[config.mk]
export PLATFORM = sky130hd
export DESIGN_NAME = parity_frame_scheduler
export DESIGN_NICKNAME = d
export VERILOG_FILES = /design/src/rtl/parity_sched_pkg.sv /design/src/rtl/serial_parity_core.sv /design/src/rtl/parity_frame_scheduler.sv
export SDC_FILE = /design/constraint.sdc
export NUM_CORES = 1
export LEC_CHECK = 0
export BUFFER_PORTS_ARGS = -buffer_cell sky130_fd_sc_hd__buf_2
export CORE_MARGIN = 8
export CORE_UTILIZATION = 50
export CTS_CLUSTER_DIAMETER = 50
export DETAILED_ROUTE_END_ITERATION = 7
export PLACE_DENSITY = 0.81
export SKIP_CTS_REPAIR_TIMING = 1
export SYNTH_ARGS = -nofsm -noshare
export SYNTH_HDL_FRONTEND = slang
export SYNTH_HIERARCHICAL = 1
export SYNTH_SLANG_ARGS = --single-unit
[constraint.sdc]
create_clock -name clock -period 2.85 [get_ports clock]
set_input_delay 0.285 -clock clock [delete_from_list [all_inputs] [get_ports clock]]
set_output_delay 0.285 -clock clock [all_outputs]
set_load 0.03 [all_outputs]
[src/rtl/parity_sched_pkg.sv]
// Shared types and default sizing for the parity frame scheduler.
package parity_sched_pkg;

  localparam int unsigned DefNreq     = 4;
  localparam int unsigned DefFrameLen = 8;

  typedef enum logic [1:0] {
    StIdle,
    StLoad,
    StShift,
    StReport
  } state_e;

endpackage

[src/rtl/serial_parity_core.sv]
// Single-bit running XOR over a qualified serial stream; cleared at the start of each frame.
module serial_parity_core (
  input  logic clock,
  input  logic reset,
  input  logic clear,
  input  logic bit_in,
  input  logic bit_valid,
  output logic parity
);

  logic parity_q;

  always_ff @(posedge clock or posedge reset) begin
    if (reset) begin
      parity_q <= 1'b0;
    end else if (clear) begin
      parity_q <= 1'b0;
    end else if (bit_valid) begin
      parity_q <= parity_q ^ bit_in;
    end
  end

  assign parity = parity_q;

endmodule

[src/rtl/parity_frame_scheduler.sv]
// Round-robin scheduler feeding NREQ requesters' frames LSB-first through one serial parity engine.
// Define PARITY_SCHED_ODD_EN to report odd parity instead of even; timing is unchanged.
module parity_frame_scheduler
  import parity_sched_pkg::*;
#(
  parameter int unsigned NREQ      = DefNreq,
  parameter int unsigned FRAME_LEN = DefFrameLen
) (
  input  logic                       clock,
  input  logic                       reset,
  input  logic [NREQ-1:0]            req,
  input  logic [NREQ*FRAME_LEN-1:0]  frame_data,
  output logic [NREQ-1:0]            gnt,
  output logic                       busy,
  output logic                       ser_bit,
  output logic                       ser_valid,
  output logic                       done,
  output logic [$clog2(NREQ)-1:0]    done_id,
  output logic                       parity_out
);

  localparam int unsigned IdW  = $clog2(NREQ);
  localparam int unsigned CntW = $clog2(FRAME_LEN + 1);

  state_e               state_q, state_d;
  logic [IdW-1:0]       sel_q, last_q, rr_sel;
  logic                 rr_hit;
  int unsigned          rr_idx;
  logic [FRAME_LEN-1:0] shift_q;
  logic [CntW-1:0]      cnt_q;
  logic                 shift_last;
  logic                 parity_raw;
  logic                 parity_fmt;

  // Search starts one past the last served requester so a held request cannot starve others.
  always_comb begin
    rr_sel = '0;
    rr_hit = 1'b0;
    rr_idx = 0;
    for (int unsigned off = 1; off <= NREQ; off++) begin
      rr_idx = (32'(last_q) + off) % NREQ;
      if (!rr_hit && req[rr_idx[IdW-1:0]]) begin
        rr_hit = 1'b1;
        rr_sel = rr_idx[IdW-1:0];
      end
    end
  end

  assign shift_last = (state_q == StShift) && (cnt_q == CntW'(FRAME_LEN - 1));

  always_ff @(posedge clock or posedge reset) begin
    if (reset) begin
      state_q <= StIdle;
    end else begin
      state_q <= state_d;
    end
  end

  always_comb begin
    state_d = state_q;
    unique case (state_q)
      StIdle:   if (rr_hit) state_d = StLoad;
      StLoad:   state_d = StShift;
      StShift:  if (shift_last) state_d = StReport;
      StReport: state_d = StIdle;
      default:  state_d = StIdle;
    endcase
  end

  always_ff @(posedge clock or posedge reset) begin
    if (reset) begin
      sel_q   <= '0;
      last_q  <= IdW'(NREQ - 1);
      shift_q <= '0;
      cnt_q   <= '0;
    end else begin
      if (state_q == StIdle && rr_hit) begin
        sel_q <= rr_sel;
      end
      if (state_q == StLoad) begin
        shift_q <= frame_data[32'(sel_q) * FRAME_LEN +: FRAME_LEN];
        cnt_q   <= '0;
      end else if (state_q == StShift) begin
        shift_q <= shift_q >> 1;
        cnt_q   <= cnt_q + 1'b1;
      end
      // Only a completed frame counts as served; reset restores the initial priority.
      if (state_q == StReport) begin
        last_q <= sel_q;
      end
    end
  end

  always_comb begin
    gnt        = '0;
    busy       = (state_q != StIdle);
    ser_bit    = 1'b0;
    ser_valid  = 1'b0;
    done       = 1'b0;
    done_id    = '0;
    parity_out = 1'b0;
    unique case (state_q)
      StIdle: ;
      StLoad:   gnt[sel_q] = 1'b1;
      StShift: begin
        ser_valid = 1'b1;
        ser_bit   = shift_q[0];
      end
      StReport: begin
        done       = 1'b1;
        done_id    = sel_q;
        parity_out = parity_fmt;
      end
      default: ;
    endcase
  end

  serial_parity_core u_core (
    .clock     (clock),
    .reset     (reset),
    .clear     (state_q == StLoad),
    .bit_in    (ser_bit),
    .bit_valid (ser_valid),
    .parity    (parity_raw)
  );

`ifdef PARITY_SCHED_ODD_EN
  assign parity_fmt = ~parity_raw;
`else
  assign parity_fmt = parity_raw;
`endif

endmodule

==> results of run 1 <==
==> metrics by stage <==
step / std cells / total power [W] / instance area [sq um] / hold slack, ps / setup WS [ps]
after global routing: 201 / 0.00185 / 1560 / 293 / 899
after detailed placement: 196 / 0.00155 / 1520 / 131 / 1130
after CTS: 200 / 0.00170 / 1550 / -214 / 1040
final: 201 / 0.00169 / 1560 / 293 / 1060
after floorplan: 124 / 0.00136 / 1290 / 13.7 / 795
after global placement: 196 / 0.00150 / 1520 / 126 / 1170
==> area by class of cell <==
cell class,count,share of cell area
clock inverter,1,0.00321
tap,30,0.0240
timing repair buffer,50,0.165
inverter,11,0.0264
sequential,19,0.306
multi-input combinational,87,0.461
clock buffer,3,0.0144
==> worst max-delay path by stage <==
stage / from / to / slack (ps) / cells past startpoint
global placement: state_q[0] / cnt_q[2] / 1170 / 5
floorplan: state_q[1] / gnt[0] / 800 / 5
detailed placement: state_q[0] / cnt_q[2] / 1130 / 5
finish: state_q[0] / ser_bit / 1060 / 4
global route: state_q[0] / cnt_q[2] / 900 / 5
CTS: sel_q[0] / gnt[1] / 1040 / 2
==> sequential cells by signal, summed over array words and instances (netlist names) <==
name           flops
last_q             2
sel_q              2
u_core/parity      1
shift_q            8
state_q            2
cnt_q              4
==> kinds of logic after synthesis <==
kind of cell             count (synthesis)  share of synthesized area
AO/OA/AOI/OAI                           28                      0.139
adder cells (fa/ha/maj)                  5                     0.0486
buffers and inverters                   18                     0.0700
flip-flops                              19                      0.371
multiplexers                            18                      0.235
AND/OR/NAND/NOR                         36                      0.136
==> critical path, stage by stage, from the launching register on <==
cell and delay, ps:
sky130_fd_sc_hd__dfrtp_1 430, sky130_fd_sc_hd__inv_1 110, sky130_fd_sc_hd__ha_1 260, sky130_fd_sc_hd__and2_1 200, sky130_fd_sc_hd__buf_2 210
==> power groups by stage <==
stage               combinational [W]  sequential [W]  clock (W)
finish                       0.000965        0.000588   0.000141
global route                  0.00108        0.000609   0.000162
CTS                          0.000969        0.000586   0.000149
detailed placement           0.000965        0.000590          0
global placement             0.000926        0.000578          0
floorplan                    0.000859        0.000505          0
==> metal layers <==
| layer | vias to the layer above | global-route usage | wire length (um) |
|---|---|---|---|
| li1 | 542 | - | - |
| met1 | 541 | 0.169 | 1280 |
| met2 | 31 | 0.269 | 1730 |
| met3 | 8 | 0.0470 | 218 |
| met4 | 0 | 0.0800 | 67 |
| met5 | - | 0 | 0 |
==> layout by cell type (no fill, tap or decap), drive strengths merged, types with 2 or more instances in the layout <==
master  instances
o22ai           3
nand3           3
ha              5
o21ai           6
mux2i           7
dfrtp          17
nand2           7
dfstp           2
o221ai          2
nand3b          2
a21oi           8
buf            49
inv            11
a31oi           3
mux4            8
and2            4
clkbuf          3
nand2b          2
mux2            3
nor2           14
==> out/summary.json, run 1 <==
{
  "status": "complete, no violations",
  "drtIter0Drc": 31,
  "via_density_per_instance": 5.58,
  "ctsRootBufferMaster": "sky130_fd_sc_hd__clkbuf_4",
  "synth_sequential_area_ratio": 0.371,
  "start_util": 0.524,
  "criticalPathCategory": "reg2out",
  "ir_worst_vdd_mv": 0.902,
  "design.core.area_sq_um": 2450,
  "cap_viol_max_count": 0,
  "rel_slew_slack": 0.546,
  "wl_per_cell_um": 16.4,
  "detailroute.via_count": 1122,
  "cts_buffers": 3,
  "critPathCaptureType": "output pin",
  "worst_clock_skew_ps": 5.60,
  "grt_antenna_before_repair": 0,
  "pwr-share-clk": 0.083,
  "worst-r2r-cell-count": 5,
  "power_leakage_nw": 0.779,
  "insertedDiodeCount": 0,
  "first_global_vias": 1164,
  "finalHoldViolations": 0,
  "gp_congestion": 0.819,
  "synth.area.top_cells": "sky130_fd_sc_hd__dfrtp_1 (33%), sky130_fd_sc_hd__mux4_1 (10%), sky130_fd_sc_hd__mux2i_1 (5.4%)",
  "design.die.area_sq_um": 4450,
  "yosys_reg_bits": 19,
  "min_delay_worst_endpoint": "sel_q[0]",
  "worstMarginPinSlew_ps": 681,
  "synth.yosys.warnings": 6,
  "synthFlopType": "sky130_fd_sc_hd__dfrtp_1",
  "htree_num_levels": 1,
  "num_rows": 18,
  "synth_area_per_cell_sq_um": 10.4,
  "register_to_register_setup_slack_ps": 1100,
  "number_of_cells_produced_by_synthesis": 124,
  "number_of_nets_with_antenna_violations_after_routing": 0,
  "timing.final.crit_period_ps": 1790,
  "cts_buffer_depth": 2,
  "first_pass_grt_wire_length_um": 5330,
  "layout_worst_path_cycle_share": 0.629,
  "horizontal_die_dimension_um": 66.7,
  "crit_fanout": 6,
  "post_route_cells_drive_above_1_share": 0.363,
  "synth.cell_area_sq_um": 1290,
  "top_level_ports": 49,
  "power_density_nw_per_um2": 1080,
  "power.share.switching": 0.464,
  "rsz_0062_raised_after_global_routing": "false",
  "grt_start_max_net_pins": 23,
  "grt_remaining_overflow": 0,
  "part_of_the_power_in_registers": 0.347,
  "synth_largest_type_area_fraction": 0.330,
  "switchingPower_w": 0.000785,
  "synth-async-reset-ratio": 1.00,
  "setup-tns-final_ps": 0,
  "yosys.cell_count.top_type": "sky130_fd_sc_hd__dfrtp_1",
  "critical_path_launch_point_type": "register",
  "area_of_combinational_cells_with_multiple_inputs_sq_um": 719,
  "drt_pre_antenna_iters": 4,
  "min_path_cells": 4,
  "flow.area_growth_from_synthesis_pct": 21.3,
  "die_h_um": 66.7,
  "final_nets": 215,
  "groute.usage.overall": 0.157,
  "max_freq_mhz": 558,
  "worst_skew_pair.late_latency_ps": 310,
  "pwr-share-comb": 0.570,
  "detailedPlacementHpwl_um": 2650,
  "hp-class": "in2reg",
  "finalSetupViolCount": 0,
  "drt_wl_total_um": 3290,
  "internal_power_w": 0.000908,
  "regArea_sq_um": 478,
  "fill_cells": 205,
  "min-delay-start": "req[0]",
  "port_buffers": 48,
  "synth_top_cell_by_area": "sky130_fd_sc_hd__dfrtp_1",
  "synth_nets": 167,
  "synth.top_cells.by_count": "sky130_fd_sc_hd__dfrtp_1 (17), sky130_fd_sc_hd__nor2_1 (14), sky130_fd_sc_hd__inv_1 (11)",
  "number_of_unique_standard_cell_types_used_by_synthesis": 34,
  "cts.clk_slew.worst_paths_ps": 110,
  "synth-edff-count": 0,
  "rr_endpoint": "cnt_q[2]",
  "clock_sinks": 19,
  "timing_max_transition_violations_final": 0,
  "drt_drc_violations_left": 0,
  "final_util": 0.636,
  "timing.critical_path.required_ps": 2570,
  "rr_startpoint": "state_q[0]",
  "worst_ep_arrival_time_ps": 1510,
  "cts_tree": "built"
}
(Power assumes the default switching activity.)
==> run 2, diff against run 1 <==
- ABC_AREA: unset -> 1
- CORE_UTILIZATION: 50 -> 45
- PLACE_DENSITY: 0.81 -> 0.75
- clock period: 2.85 -> 1.4 ns (I/O delays scaled with it)
==> run 2 against run 1 <==
The run now ends with negative setup slack left; wire length rose by 36%; clock power rose by 100%; global-route usage fell by 1.2 points; worst hold slack got worse by 140 ps; via count rose by 49%; register-to-register slack got worse by 1300 ps; combinational power rose to 4.1 times the previous value; first-iteration DRC count rose to 3.1 times the previous value; largest power group unchanged; highest routed layer unchanged.
==> out/summary.json, run 2 <==
{
  "drt_drc_violations_left": {"value": 0, "change": "unchanged"},
  "number_of_nets_with_antenna_violations_after_routing": {"value": 0, "change": "unchanged"},
  "timing.final.crit_period_ps": 1560,
  "finalSetupViolCount": {"value": 12, "change": "+12"},
  "first_global_vias": {"value": 1568, "change": "+35%"},
  "insertedDiodeCount": {"value": 0, "change": "unchanged"},
  "first_pass_grt_wire_length": {"value": 6460, "unit": "um", "change": "+21%"},
  "rr_startpoint": "last_q[0]",
  "final_util": {"value": 0.692, "change": "+0.0555"},
  "rsz_0062_raised_after_global_routing": "true",
  "timing_max_transition_violations_final": {"value": 0, "change": "unchanged"},
  "worst_ep_arrival_time": {"value": 1420, "unit": "ps", "change": "-90 ps"},
  "grt_antenna_before_repair": {"value": 0, "change": "unchanged"},
  "largest_register_ffs": {"value": 8, "change": "unchanged"},
  "num_rows": {"value": 21, "change": "+3"},
  "drtIter0Drc": {"value": 97, "change": "+210%"},
  "stdcell_count": {"value": 332, "change": "+65%"},
  "drt_pre_antenna_iters": {"value": 4, "change": "unchanged"},
  "regArea": {"value": 480, "unit": "sq um", "change": "+0.52%"},
  "startpoint": "state_q[1]",
  "detailroute.via_count": {"value": 1676, "change": "+49%"},
  "clock_sinks": {"value": 19, "change": "unchanged"},
  "synth.yosys.warnings": {"value": 6, "change": "unchanged"},
  "area_of_combinational_cells_with_multiple_inputs": {"value": 1030, "unit": "sq um", "change": "+43%"},
  "worst_clock_skew": {"value": 0.820, "unit": "ps", "change": "-4.78 ps"},
  "worstMarginPinSlew": {"value": 308, "unit": "ps", "change": "-373 ps"},
  "flow.area_growth_from_synthesis_pct": 52.2,
  "status": "finished, violations left",
  "synth_sequential_area_ratio": {"value": 0.323, "change": "-0.0483"},
  "post_route_cells_drive_above_1_share": {"value": 0.514, "change": "+0.151"},
  "final.setup.worst_slack": {"value": -163, "unit": "ps", "change": "-1220 ps"},
  "number_of_cells_produced_by_synthesis": {"value": 210, "change": "+69%"},
  "wl_per_cell": {"value": 13.5, "unit": "um", "change": "-18%"},
  "groute.usage.overall": {"value": 0.145, "change": "-0.0120"},
  "design.die.area": {"value": 5380, "unit": "sq um", "change": "+21%"},
  "synth.area.top_cells": "sky130_fd_sc_hd__dfrtp_1 (29%), sky130_fd_sc_hd__nand2_1 (19%), sky130_fd_sc_hd__inv_1 (7.4%)",
  "synth_largest_type_area_fraction": {"value": 0.287, "change": "-0.0430"},
  "hp-class": "in2reg",
  "cts.clk_slew.worst_paths": {"value": 110, "unit": "ps", "change": "about the same"},
  "yosys_reg_bits": {"value": 19, "change": "unchanged"},
  "cts_tree": "built",
  "mostFrequentLayoutCells": "sky130_fd_sc_hd__nand2_1 (62), sky130_fd_sc_hd__buf_2 (37), sky130_fd_sc_hd__buf_4 (27)",
  "port_buffers": {"value": 48, "change": "unchanged"},
  "critPathCaptureType": "output pin",
  "synth_nets": {"value": 253, "change": "+51%"},
  "synth-async-reset-ratio": {"value": 1.00, "change": "unchanged"},
  "via_density_per_instance": {"value": 5.05, "change": "-9.6%"},
  "power_leakage": {"value": 1.18, "unit": "nW", "change": "+52%"},
  "grt_remaining_overflow": {"value": 0, "change": "unchanged"},
  "htree_num_levels": {"value": 1, "change": "unchanged"},
  "crit_fanout": {"value": 6, "change": "unchanged"},
  "design.core.area": {"value": 3260, "unit": "sq um", "change": "+33%"},
  "yosys.cell_count.top_type": "sky130_fd_sc_hd__nand2_1",
  "synth_area_per_cell": {"value": 7.05, "unit": "sq um", "change": "-32%"},
  "grt_start_max_net_pins": {"value": 19, "change": "-17%"},
  "detailedPlacementHpwl": {"value": 3090, "unit": "um", "change": "+17%"},
  "layout_worst_path_cycle_share": 1.12,
  "start_util": {"value": 0.454, "change": "-0.0702"},
  "synth-edff-count": {"value": 0, "change": "unchanged"},
  "ctsRootBufferMaster": "sky130_fd_sc_hd__clkbuf_4",
  "violations": "negative setup slack",
  "cts_buffer_depth": {"value": 2, "change": "unchanged"},
  "layout_commonest_cell": "sky130_fd_sc_hd__nand2_1",
  "final_nets": {"value": 330, "change": "+53%"},
  "worst_skew_pair.late_latency": {"value": 300, "unit": "ps", "change": "about the same"},
  "die_h": {"value": 73.4, "unit": "um", "change": "+9.9%"},
  "cts_buffers": {"value": 3, "change": "unchanged"},
  "min-delay-start": "frame_data[12]",
  "top_regs": "shift_q x8, cnt_q x4",
  "worst-r2r-cell-count": {"value": 10, "change": "+5"},
  "synth.top_cells.by_count": "sky130_fd_sc_hd__nand2_1 (73), sky130_fd_sc_hd__inv_1 (29), sky130_fd_sc_hd__dfrtp_1 (17)",
  "synth_top_cell_by_area": "sky130_fd_sc_hd__dfrtp_1",
  "critical_path_launch_point_type": "register",
  "worst_setup_path_endpoint": "gnt[2]",
  "timing.critical_path.required": {"value": 1260, "unit": "ps", "change": "-1310 ps"},
  "fill_cells": {"value": 268, "change": "+31%"},
  "power_density": {"value": 2320, "unit": "nW/um^2", "change": "+110%"},
  "max_freq_mhz": 640,
  "regMostFlops": "shift_q",
  "finalHoldViolations": {"value": 0, "change": "unchanged"},
  "gp_congestion": {"value": 0.878, "change": "+7.2%"},
  "synth.cell_area": {"value": 1480, "unit": "sq um", "change": "+15%"},
  "number_of_unique_standard_cell_types_used_by_synthesis": {"value": 31, "change": "-8.8%"},
  "place_inst": {"value": 314, "change": "+60%"},
  "horizontal_die_dimension": {"value": 73.4, "unit": "um", "change": "+9.9%"},
  "ir_worst_vdd": {"value": 1.09, "unit": "mV", "change": "+20%"},
  "rr_endpoint": "sel_q[0]",
  "drt_wl_total": {"value": 4470, "unit": "um", "change": "+36%"},
  "synthFlopType": "sky130_fd_sc_hd__dfrtp_1",
  "top_level_ports": {"value": 49, "change": "unchanged"},
  "cap_viol_max_count": {"value": 0, "change": "unchanged"},
  "register_to_register_setup_slack": {"value": -150, "unit": "ps", "change": "-1250 ps"},
  "rel_slew_slack": {"value": 0.794, "change": "+0.249"},
  "criticalPathCategory": "reg2out"
}
==> run 2: final cells by class <==
| cell class | instances | area share |
|---|---|---|
| inverters | 33 | 0.0639 |
| repair inverters | 1 | 0.00278 |
| clock inverters | 1 | 0.00222 |
| clock buffers | 3 | 0.00999 |
| multi-input cells | 154 | 0.456 |
| well taps | 46 | 0.0255 |
| flip-flops and latches | 19 | 0.213 |
| repair buffers | 75 | 0.227 |
==> run 2: worst min path at each step <==
stage | end | slack [ps] | cells past startpoint
5_1_grt | shift_q[5] | 170 | 5
2_1_floorplan | u_core/parity | -130 | 1
6_report | shift_q[4] | 150 | 5
3_5_place_dp | u_core/parity | -20 | 2
4_1_cts | u_core/parity | -340 | 2
3_3_place_gp | u_core/parity | -20 | 2
==> run 2: report_power, final <==
group | total (W) | internal, W | switching [W]
logic | 0.00392 | 0.00165 | 0.00227
registers | 0.00102 | 0.000816 | 0.000201
clock network | 0.000284 | 0.000106 | 0.000177
total | 0.00522 | 0.00257 | 0.00265
==> run 2: cells by family (layout without fill, tap and decap cells) <==
logic type	count (synthesis)	in the layout	share of synthesized area
buffers and inverters	37	113	0.106
AO/OA/AOI/OAI	19	19	0.0862
XOR/XNOR	1	1	0.00592
AND/OR/NAND/NOR	129	129	0.437
flip-flops	19	19	0.323
adder cells (fa/ha/maj)	5	5	0.0423
==> run 2: layer usage <==
layer	GRT usage	wire, um	vias to the layer above
met5	0	0	-
met4	0.0333	63	0
met3	0.0286	278	8
met2	0.240	2170	63
met1	0.186	1950	778
li1	-	-	827
==> run 2: through the flow <==
step,total power [W],hold slack [ps],setup WS [ps],TNS [ps],instance area (sq um)
2_1_floorplan,0.00316,-131,-131,-409,1500
3_3_place_gp,0.00393,-15.8,-83.4,-614,1880
3_5_place_dp,0.00399,-15.6,-143,-774,1880
4_1_cts,0.00427,-345,-292,-2850,1900
5_1_grt,0.00567,175,-231,-1930,2250
6_report,0.00522,152,-163,-1030,2250
==> run 2: critical path: stages, from the launching register on <==
cell and delay, ps:
sky130_fd_sc_hd__dfrtp_1 420, sky130_fd_sc_hd__inv_2 100, sky130_fd_sc_hd__ha_4 190, sky130_fd_sc_hd__inv_8 60
sky130_fd_sc_hd__nor3_2 150, sky130_fd_sc_hd__buf_4 200
